## src/rtl/gba_bus_pkg.sv

```systemverilog
// Shared types for the GBA system-bus arbiter: owner states, transfer sizes and the default DMA channel count.
package gba_bus_pkg;

    typedef enum logic [1:0] {
        CPU_OWN = 2'd0,
        TURN    = 2'd1,
        DMA_OWN = 2'd2
    } owner_t;

    typedef enum logic [1:0] {
        SIZE_BYTE = 2'b00,
        SIZE_HALF = 2'b01,
        SIZE_WORD = 2'b10
    } size_t;

    localparam int unsigned NUM_DMA_DEFAULT = 4;

endpackage

```

## src/rtl/dma_prio_enc.sv

```systemverilog
// Fixed-priority DMA request encoder: lowest index wins. Also returns the mask of
// channels that outrank a given owner, for preemption.
module dma_prio_enc #(
    parameter int unsigned N  = 4,
    parameter int unsigned IW = 2
) (
    input  logic [N-1:0]  req,
    input  logic [IW-1:0] own,
    output logic          any_req,
    output logic [IW-1:0] idx,
    output logic [N-1:0]  higher
);

    always_comb begin
        any_req = |req;
        idx     = '0;
        for (int i = int'(N) - 1; i >= 0; i--) begin
            if (req[i]) idx = IW'(i);
        end
        higher = '0;
        for (int i = 0; i < int'(N); i++) begin
            higher[i] = (i < int'(own));
        end
    end

endmodule

```

## src/rtl/bus_arbiter.sv

```systemverilog
// Shared system-bus arbiter between the CPU and the DMA channels: fixed priority,
// owner changes only at beat boundaries, one idle turnaround cycle on every handover.
module bus_arbiter
    import gba_bus_pkg::*;
#(
    parameter int unsigned NUM_DMA = NUM_DMA_DEFAULT,
    parameter int unsigned ADDR_W  = 32,
    parameter int unsigned CNT_W   = 16
) (
    input  logic                    clock,
    input  logic                    reset,
    input  logic [ADDR_W-1:0]       cpu_addr,
    input  logic [ADDR_W-1:0]       cpu_wdata,
    input  logic [1:0]              cpu_size,
    input  logic                    cpu_write,
    input  logic [NUM_DMA-1:0]      dma_req,
    input  logic [NUM_DMA*ADDR_W-1:0] dma_addr,
    input  logic [NUM_DMA*ADDR_W-1:0] dma_wdata,
    input  logic [NUM_DMA*2-1:0]    dma_size,
    input  logic [NUM_DMA-1:0]      dma_write,
    input  logic                    bus_pause,
    output logic [ADDR_W-1:0]       bus_addr,
    output logic [ADDR_W-1:0]       bus_wdata,
    output logic [1:0]              bus_size,
    output logic                    bus_write,
    output logic [NUM_DMA-1:0]      dma_grant,
    output logic                    beat_done,
    output logic                    dma_active,
    output logic [CNT_W-1:0]        beat_count
);

    localparam int unsigned IDX_W = (NUM_DMA > 1) ? $clog2(NUM_DMA) : 1;

    owner_t              state;
    logic [IDX_W-1:0]    own_idx;
    logic [IDX_W-1:0]    nxt_idx;
    logic                nxt_vld;
    logic [ADDR_W-1:0]   last_addr;
    logic [ADDR_W-1:0]   last_wdata;

    logic                any_req;
    logic [IDX_W-1:0]    enc_idx;
    logic [NUM_DMA-1:0]  higher_mask;
    logic                preempt;
    logic                turn_go;
    logic [IDX_W-1:0]    turn_idx;

    logic [ADDR_W-1:0]   ch_addr  [NUM_DMA];
    logic [ADDR_W-1:0]   ch_wdata [NUM_DMA];
    logic [1:0]          ch_size  [NUM_DMA];

    for (genvar g = 0; g < NUM_DMA; g++) begin : g_unpack
        assign ch_addr[g]  = dma_addr[g*ADDR_W +: ADDR_W];
        assign ch_wdata[g] = dma_wdata[g*ADDR_W +: ADDR_W];
        assign ch_size[g]  = dma_size[g*2 +: 2];
    end

    dma_prio_enc #(
        .N  (NUM_DMA),
        .IW (IDX_W)
    ) u_enc (
        .req     (dma_req),
        .own     (own_idx),
        .any_req (any_req),
        .idx     (enc_idx),
        .higher  (higher_mask)
    );

    // Turnaround target: keep the latched channel if it still wants the bus, else re-encode.
    always_comb begin
        preempt  = |(dma_req & higher_mask);
        turn_go  = 1'b0;
        turn_idx = enc_idx;
        if (nxt_vld && dma_req[nxt_idx]) begin
            turn_go  = 1'b1;
            turn_idx = nxt_idx;
        end else if (any_req) begin
            turn_go  = 1'b1;
        end
    end

    // Bus mux; during turnaround address/data hold and no transfer is signalled.
    always_comb begin
        bus_addr  = cpu_addr;
        bus_wdata = cpu_wdata;
        bus_size  = cpu_size;
        bus_write = cpu_write;
        case (state)
            DMA_OWN: begin
                bus_addr  = ch_addr[own_idx];
                bus_wdata = ch_wdata[own_idx];
                bus_size  = ch_size[own_idx];
                bus_write = dma_write[own_idx];
            end
            TURN: begin
                bus_addr  = last_addr;
                bus_wdata = last_wdata;
                bus_size  = SIZE_BYTE;
                bus_write = 1'b0;
            end
            default: ;
        endcase
        beat_done = (state != TURN) && !bus_pause;
    end

    always_ff @(posedge clock or posedge reset) begin
        if (reset) begin
            state      <= CPU_OWN;
            dma_grant  <= '0;
            dma_active <= 1'b0;
            beat_count <= '0;
            own_idx    <= '0;
            nxt_idx    <= '0;
            nxt_vld    <= 1'b0;
            last_addr  <= '0;
            last_wdata <= '0;
        end else begin
            if (state != TURN) begin
                last_addr  <= bus_addr;
                last_wdata <= bus_wdata;
            end
            case (state)
                CPU_OWN: begin
                    if (any_req && !bus_pause) begin
                        state      <= TURN;
                        dma_active <= 1'b1;
                        nxt_idx    <= enc_idx;
                        nxt_vld    <= 1'b1;
                    end
                end
                TURN: begin
                    if (turn_go) begin
                        state      <= DMA_OWN;
                        own_idx    <= turn_idx;
                        dma_grant  <= NUM_DMA'(1) << turn_idx;
                        beat_count <= '0;
                    end else begin
                        state      <= CPU_OWN;
                        dma_active <= 1'b0;
                    end
                end
                DMA_OWN: begin
                    if (!bus_pause) begin
                        if (beat_count != '1) beat_count <= beat_count + CNT_W'(1);
                        if (preempt || !dma_req[own_idx]) begin
                            state     <= TURN;
                            dma_grant <= '0;
                            nxt_idx   <= enc_idx;
                            nxt_vld   <= any_req;
                        end
                    end
                end
                default: state <= CPU_OWN;
            endcase
        end
    end

endmodule

```

## config.mk

```make
export PLATFORM = sky130hd
export DESIGN_NAME = bus_arbiter
export DESIGN_NICKNAME = d
export VERILOG_FILES = /design/src/rtl/gba_bus_pkg.sv /design/src/rtl/dma_prio_enc.sv /design/src/rtl/bus_arbiter.sv
export SDC_FILE = /design/constraint.sdc
export NUM_CORES = 1
export LEC_CHECK = 0
export BUFFER_PORTS_ARGS = -buffer_cell sky130_fd_sc_hd__buf_2
export CORE_AREA = 2 2 166 168
export CTS_BUF_LIST = sky130_fd_sc_hd__clkbuf_16
export CTS_CLUSTER_SIZE = 25
export DETAILED_ROUTE_END_ITERATION = 12
export DIE_AREA = 0 0 168 170
export PLACE_DENSITY_LB_ADDON = 0.08
export REMOVE_ABC_BUFFERS = 1
export SLEW_MARGIN = 20
export SYNTH_ARGS = -nofsm -noshare
export SYNTH_HDL_FRONTEND = slang
export SYNTH_HIERARCHICAL = 1
export SYNTH_SLANG_ARGS = --single-unit
export TNS_END_PERCENT = 30
```

## constraint.sdc

```tcl
create_clock -name clock -period 8 [get_ports clock]
set_input_delay 0.8 -clock clock [delete_from_list [all_inputs] [get_ports clock]]
set_output_delay 0.8 -clock clock [all_outputs]
set_load 0.005 [all_outputs]
```

==> Word-level counts from Yosys, hierarchy flattened <==
Index checks and enable logic that the tools add are counted.
{ "word_totals": {"inputBits": 342, "register_bits": 92, "word_cells": 96, "output_inout_bits": 89} }
{ "op_classes": {"n_mux": 49, "shifts": 1, "n_reduce_logical": 18, "addsub": 1, "n_lt_le_gt_ge": 6, "n_bitwise": 2, "eq_ne": 10} }
{ "op_table": {"columns": ["cell", "n"], "rows": [
  ["$bmux 32 s2", 2],
  ["$mux 32", 4],
  ["$pmux 32 s2", 2],
  ["$mux 16", 3],
  ["$pmux 16 s2", 1],
  ["$mux 2", 14],
  ["$add 16x1->16 const B", 1],
  ["$ne 16x16->1 const B", 1],
  ["$mux 4", 3],
  ["$ne 2x2->1 const B", 6],
  ["$reduce_and 4->1", 3],
  ["$mux 1", 9],
  ["$pmux 2 s2", 2],
  ["$pmux 4 s2", 1],
  ["$reduce_or 4->1", 2],
  ["$bmux 1 s2", 3],
  ["$lt 2x3->1 const B", 2],
  ["$pmux 1 s2", 3],
  ["$pmux 2 s3", 1],
  ["$reduce_and 3->1", 2],
  ["$reduce_bool 2->1", 3],
  ["$and 4x3->4", 1],
  ["$bmux 2 s2", 1],
  ["$lt 1x2->1 const A", 2],
  ["other kinds (12)", 15]
]} }

==> Longest topological paths before layout <==
Gate-level depths: netlist of run 1.
{ "depth": {"word_depth": 8, "depth_mapped": 9, "ltp_nobuf": 7} }

==> Modules after synthesis <==
Netlist of run 1, hierarchy kept.
{ "modules_own_cells": {"columns": ["mod", "area_per_inst_um2", "seq_area_each_um2", "cells_each", "instances"], "rows": [
  ["bus_arbiter", 6832.8, 2302.2, 622, 1],
  ["dma_prio_enc", 66.3, 0.0, 12, 1]
]} }

==> Least setup slack after synthesis of run 1 <==
Ideal clock, no wire load.
{ "synth_path": {"path_type": "register to output", "from": "reg state[0]", "to": "out bus_size[0]", "slack_ns": 5.515, "path_stages_with_launch": 9, "required_ns": 7.200, "arrival_ns": 1.685, "n_path_buf": 4, "cell_sequence": "dfrtp_1 inv_1 ha_1 buf_2 buf_2 clkbuf_1 clkbuf_1 nand3_1 o21ai_0"} }
{ "synth_via": {"elab_chain_len": 2, "elab_cells_between_ends": 3, "classes_between": "eq/ne: 2; mux: 1"} }
{ "synth_lines": {"columns": ["item", "line", "source"], "rows": [
  ["start, declared", "bus_arbiter.sv:34", "owner_t state;"],
  ["start signal, assigned", "bus_arbiter.sv:108", "state <= CPU_OWN;"],
  ["start signal, assigned", "bus_arbiter.sv:125", "state <= TURN;"],
  ["start signal, assigned", "bus_arbiter.sv:133", "state <= DMA_OWN;"],
  ["$eq 2x1->1 / $eq 2x2->1 (equally long branches)", "bus_arbiter.sv:88", "case (state)"],
  ["$pmux 2 s2 *", "bus_arbiter.sv:88", null],
  ["end, declared", "bus_arbiter.sv:24", "output logic [1:0] bus_size,"]
]} }
Every way passes the cells marked *; elsewhere a longest branch is shown, timed or not.

==> Worst setup path in the final report of run 1 <==
{ "layout_path": {"from": "reg state[1]", "to": "out bus_wdata[26]"} }
{ "layout_via": {"elab_chain_len": 2, "elab_cells_between_ends": 3, "classes_between": "eq/ne: 2; mux: 1"} }
{ "layout_lines": {"columns": ["item", "line", "source"], "rows": [
  ["$eq 2x1->1 / $eq 2x2->1 (equally long branches)", "bus_arbiter.sv:88", null],
  ["$pmux 32 s2 *", "bus_arbiter.sv:88", null],
  ["end, declared", "bus_arbiter.sv:23", "output logic [ADDR_W-1:0] bus_wdata,"]
]} }
Marked as above.

==> reports/metrics.cfg, run 1 <==
[outcome]
status = finished, final reports clean

[finish]
fin_nets = 1368
drive_gt1_share_pct = 58.8
num-fill-cells = 2763
postLayoutCellArea_um2 = 9620
area_delta_synth_final_pct = 39.5

[grt]
overflow = 0
grt_pass1_vias = 6680
grt.total_usage_pct = 18.3
grt_max_degree = 93
grt_pass1_wl_um = 40400
antenna_found_initial = 4

[critical_path]
crit_type = flop to output port
worstPathRequired_ns = 7.20
critPathMaxFanout = 82
endpoint_kind = output port
reg2reg_to = nxt_idx[0]
setup.worst_path.start_class = flop
arrival_ns = 3.07
rr_worst_depth = 7
startpoint = state[1]
worstReg2RegStart = own_idx[0]
rrSetupSlack_ns = 4.71

[floorplanning]
coreArea_um2 = 26700
die_area_um2 = 28600
initial_core_util_pct = 25.9
io_pins = 431
die_x_um = 168
fp-row-count = 60
die_y_um = 170

[placed_design]
gp_congestion = 0.779
io_buffers = 430
hpwlAfterDp_um = 20300
placed_area_um2 = 9290

[sta]
fmax_mhz = 258
timing.slew.headroom_pct = 37.2
min_period_over_period_pct = 48.4
rsz0062_at_grt = false
worst_pin_slew_ns = 0.943
hold_violations = 0
fin_crit_ns = 3.87
drv_slew = 0
setup_viol = 0
tns_ns = 0
clock_skew_ns = 0.0123

[logic_synthesis]
synth-seq-area-share_pct = 33.4
ys_async_sr_fraction_pct = 100
synth_edf_count = 0
yosysTopAreaCell = dfrtp_1
ys_ff_latch = 92
syn_inst = 634
synth_top_area_share_pct = 33.4
synth-main-ff-cell = dfrtp_1
synth.distinct_cells = 57
synth.most_common_cell = dfrtp_1
syn_area_um2 = 6900
synthTopCellsByArea = dfrtp_1 (33%), mux4_2 (22%), mux2_2 (11%)
synth_common_cells = dfrtp_1 (92), nor2_1 (77), a21oi_1 (68), mux4_2 (68), mux2_2 (66)
avgSynthCellArea_um2 = 10.9
ys_warn_count = 6

[cts]
cts_hold_buf = 0
clock_path_buffers = 2
insertion_delay_ns = 0.35
tritoncts = yes
htreeDepth = 3
numCtsBuffers = 9
clockRootBuffer = clkbuf_16
postCtsSetupRepairBufs = 0
cts.clk_slew.worst_paths_ns = 0.07
ctsResizeCount = 0
cts_num_sinks = 92

[power]
powerDensity_nw_per_um2 = 392
fin_total_pwr_mw = 3.77
ir_worst_vdd_mv = 0.205
p_leak_nw = 4.46

[job]
drv_cap = 0

[drt]
first_pass_iters = 5
ant_nets = 0
vias = 6916
routedWlPerCell_um = 19.8
drc = 0
routed_wl_um = 27100
vias_per_cell = 5.06
first_iter_violations = 355

[hold_path]
min_path_type = flop to flop
holdCritStartpoint = dma_grant[0]
hold-path-endpoint = dma_grant[0]
worstHoldPathCells = 1

registers in the layout (all words and copies together), names as in the netlist:
| name | flops |
|---|---|
| last_addr | 32 |
| last_wdata | 32 |
| beat_count | 16 |
| dma_grant | 4 |
| nxt_idx | 2 |
| own_idx | 2 |
| state | 2 |
| dma_active | 1 |
| nxt_vld | 1 |
worst max-delay path by stage:
stage	endpoint
after floorplan	beat_count[12]
after global placement	bus_wdata[26]
after detailed placement	bus_wdata[26]
after CTS	bus_wdata[26]
after global routing	bus_wdata[26]
final	bus_wdata[26]
power breakdown:
part / internal (mW) / total [mW] / switching (mW)
sequential: 0.680 / 0.842 / 0.162
combinational: 1.19 / 2.47 / 1.28
clock: 0.270 / 0.463 / 0.193
per-stage QoR:
stage	instances	utilization (%)	setup slack, ns	hold WS (ns)
floorplan	573	-	3.36	0.467
global placement	1350	34.9	4.29	0.466
detailed placement	1350	34.9	4.30	0.466
CTS	1365	36.0	3.91	0.486
global route	1368	36.1	3.82	0.510
finish	1368	36.1	4.13	0.478
final cells by class:
class / count / area (um2) / share of cell area (%)
well taps: 341 / 427 / 4.43
repair buffers: 437 / 2220 / 23.0
diodes: 2 / 5.00 / 0.0520
flip-flops and latches: 92 / 2310 / 24.0
inverters: 13 / 51.3 / 0.533
multi-input cells: 468 / 4300 / 44.7
clock inverters: 6 / 82.6 / 0.858
clock buffers: 9 / 225 / 2.34
placed cells by master, fill, tap and decap left out, types with 14 or more instances in the layout:
cell type,instances
a21oi_1,68
a22oi_1,64
buf_2,430
dfrtp_1,90
inv_1,14
mux2_2,66
mux4_2,68
nand2_1,18
nor2_1,77
o21ai_0,15
critical path, cell delays in order (launching register included):
cell and delay, ns:
dfrtp_1 0.44, inv_1 0.16, ha_4 0.59, buf_4 0.82
a22oi_1 0.20, a21oi_1 0.29, buf_2 0.17
logic make-up after synthesis:
| kind of cell | synth area share [%] |
|---|---|
| fa+ha+maj | 0.907 |
| compound gates | 17.2 |
| other cells | 0.0544 |
| mux | 33.9 |
| buf+inv | 4.79 |
| flops | 33.4 |
| simple gates | 9.74 |
per-layer routing:
metal,share of wire (%),track usage (%)
met1,41,22.6
met2,51,32.5
met3,6.9,4.37
met4,1.1,3.89
met5,0.10,0
(Power assumes the default switching activity.)
==> run 2, diff against run 1 <==
--- a/config.mk
+++ b/config.mk
@@ -6,11 +6,11 @@
 export NUM_CORES = 1
 export LEC_CHECK = 0
 export BUFFER_PORTS_ARGS = -buffer_cell sky130_fd_sc_hd__buf_2
-export CORE_AREA = 2 2 166 168
+export CORE_AREA = 2 2 170 172
 export CTS_BUF_LIST = sky130_fd_sc_hd__clkbuf_16
 export CTS_CLUSTER_SIZE = 25
 export DETAILED_ROUTE_END_ITERATION = 12
-export DIE_AREA = 0 0 168 170
+export DIE_AREA = 0 0 172 174
 export PLACE_DENSITY_LB_ADDON = 0.08
 export REMOVE_ABC_BUFFERS = 1
 export SLEW_MARGIN = 20
==> constraint.sdc (replaced) <==
create_clock -name clock -period 3.5 [get_ports clock]
set_input_delay 0.35 -clock clock [delete_from_list [all_inputs] [get_ports clock]]
set_output_delay 0.35 -clock clock [all_outputs]
set_load 0.005 [all_outputs]
==> run 2 against run 1 <==
  * Combinational power is 140% higher
  * Clock skew is 0.0026 ns higher
  * Flip-flop and latch count stayed put
  * Largest cell class unchanged
  * Highest routed layer unchanged
==> reports/metrics.cfg, run 2 (synthesized netlist as in run 1, its figures left out) <==
[critical_path]
startpoint = own_idx[1]
worstReg2RegStart = own_idx[1]
crit_type = flop to output port
cpPeakStageDelay_ns = 0.91
endpoint_kind = output port
crit_slowest_cell = dfrtp_4
setup.worst_path.start_class = flop
cp_top_family = flip-flops
worstPathRequired_ns = 3.15
path_buf_inv = 2
arrival_ns = 2.63
critPathMaxFanout = 51
path_cells = buf_4 -> mux4_2 -> a22oi_1 -> a21oi_1 -> buf_2

[placed_design]
hpwlAfterDp_um = 21000
gp_congestion = 0.737
io_buffers = 430
dp_slack_ns = 0.912
dp_cells = 1399

[floorplanning]
initial_core_util_pct = 24.4
io_pins = 431
fp-row-count = 62
die_y_um = 174
die_x_um = 172
coreArea_um2 = 28200
die_area_um2 = 29900

[power]
switching_share_pct = 43.8
p_int_mw = 4.86
ir_worst_vdd_mv = 0.531
p_clk_share_pct = 10.4
seq_power_share_pct = 22.2
powerDensity_nw_per_um2 = 889
p_sw_mw = 3.78
pwr-share-comb_pct = 67.4
p_leak_nw = 4.48

[finish]
area_delta_synth_final_pct = 40.9
fin_nets = 1373
drive_gt1_share_pct = 58.9
final_common_cell = buf_2
mostFrequentLayoutCells = buf_2 (430), dfrtp_1 (90), nor2_1 (77)
instances_no_fill = 1417
top_regs = last_addr x32, last_wdata x32, beat_count x16

[sta]
timing.slew.headroom_pct = 43.3
setup_ws_ns = 0.524
setup_viol = 0
clock_skew_ns = 0.0149
fin_crit_ns = 2.98
min_period_over_period_pct = 85.0
drv_slew = 0
rsz0062_at_grt = false
hold_violations = 0
worst_pin_slew_ns = 0.850
fmax_mhz = 336
tns_ns = 0

[outcome]
status = finished, final reports clean

[drt]
routed_wl_um = 27600
routedWlPerCell_um = 19.5
drc = 0
first_pass_iters = 7
first_iter_violations = 396
vias_per_cell = 4.87
ant_nets = 0
vias = 6900

[grt]
grt_max_degree = 113
grt.total_usage_pct = 17.8
antenna_found_initial = 3
overflow = 0
grt_pass1_wl_um = 41000
grt_pass1_vias = 6738

[cts]
numCtsBuffers = 9
insertion_delay_ns = 0.35
cts_num_sinks = 92
cts.clk_slew.worst_paths_ns = 0.07
cts_hold_buf = 0
clockRootBuffer = clkbuf_16
ctsResizeCount = 0
postCtsSetupRepairBufs = 0
tritoncts = yes
htreeDepth = 3
clock_path_buffers = 2

[job]
drv_cap = 0

[hold_path]
min_path_type = primary input to asynchronous set/reset pin

==> run 2: area by class of cell <==
class / instances / area, um2
fillers: 3047 / 18500
multi-input cells: 468 / 4300
flip-flops and latches: 92 / 2310
repair buffers: 442 / 2300
well taps: 384 / 480
clock buffers: 9 / 225
inverters: 13 / 51.3
clock inverters: 7 / 37.5
diodes: 2 / 5.00
==> run 2: per-layer routing <==
metal / vias to the layer above / GRT usage, % / share of wire [%]
met1: 3412 / 22.5 / 41
met2: 218 / 31.3 / 51
met3: 18 / 3.83 / 6.7
met5: - / 0 / 0.065
li1: 3250 / - / -
met4: 2 / 3.22 / 0.95
==> run 2: power by group through the flow <==
stage | clock (mW) | combinational [mW] | sequential, mW
after floorplan | 0 | 3.70 | 1.97
after global placement | 0 | 5.96 | 1.93
after detailed placement | 0 | 5.94 | 1.93
after CTS | 0.951 | 5.96 | 1.91
after global routing | 0.999 | 6.44 | 1.98
final | 0.902 | 5.83 | 1.92
==> run 2: worst paths after layout <==
kind | depth (start not counted) | slack (ns) | endpoint
hold reg to reg | 1 | 0.48 | dma_grant[3]
setup / recovery | 5 | 0.52 | bus_wdata[21]
setup reg to reg | 5 | 0.99 | last_wdata[21]
hold / removal | 2 | 0.17 | last_addr[25]
min in group clock | 4 | 0.42 | last_wdata[16]
max in group asynchronous | 3 | 2.51 | own_idx[0]
==> run 2: metrics by stage <==
stage	total power [mW]	area [um2]	util, %	hold WS [ns]
6_report	8.64	9720	34.4	0.172
5_1_grt	9.42	9720	34.4	0.234
4_1_cts	8.82	9710	34.4	0.211
3_5_place_dp	7.87	9450	33.5	0.463
3_3_place_gp	7.89	9450	33.5	0.463
2_1_floorplan	5.67	6620	-	0.467
==> run 2: worst register-to-register path: stages, from the launching register on <==
cell and delay [ns]:
dfrtp_4 0.91, buf_4 0.52, mux4_2 0.38, a22oi_1 0.17
a21oi_1 0.11, mux2_2 0.29
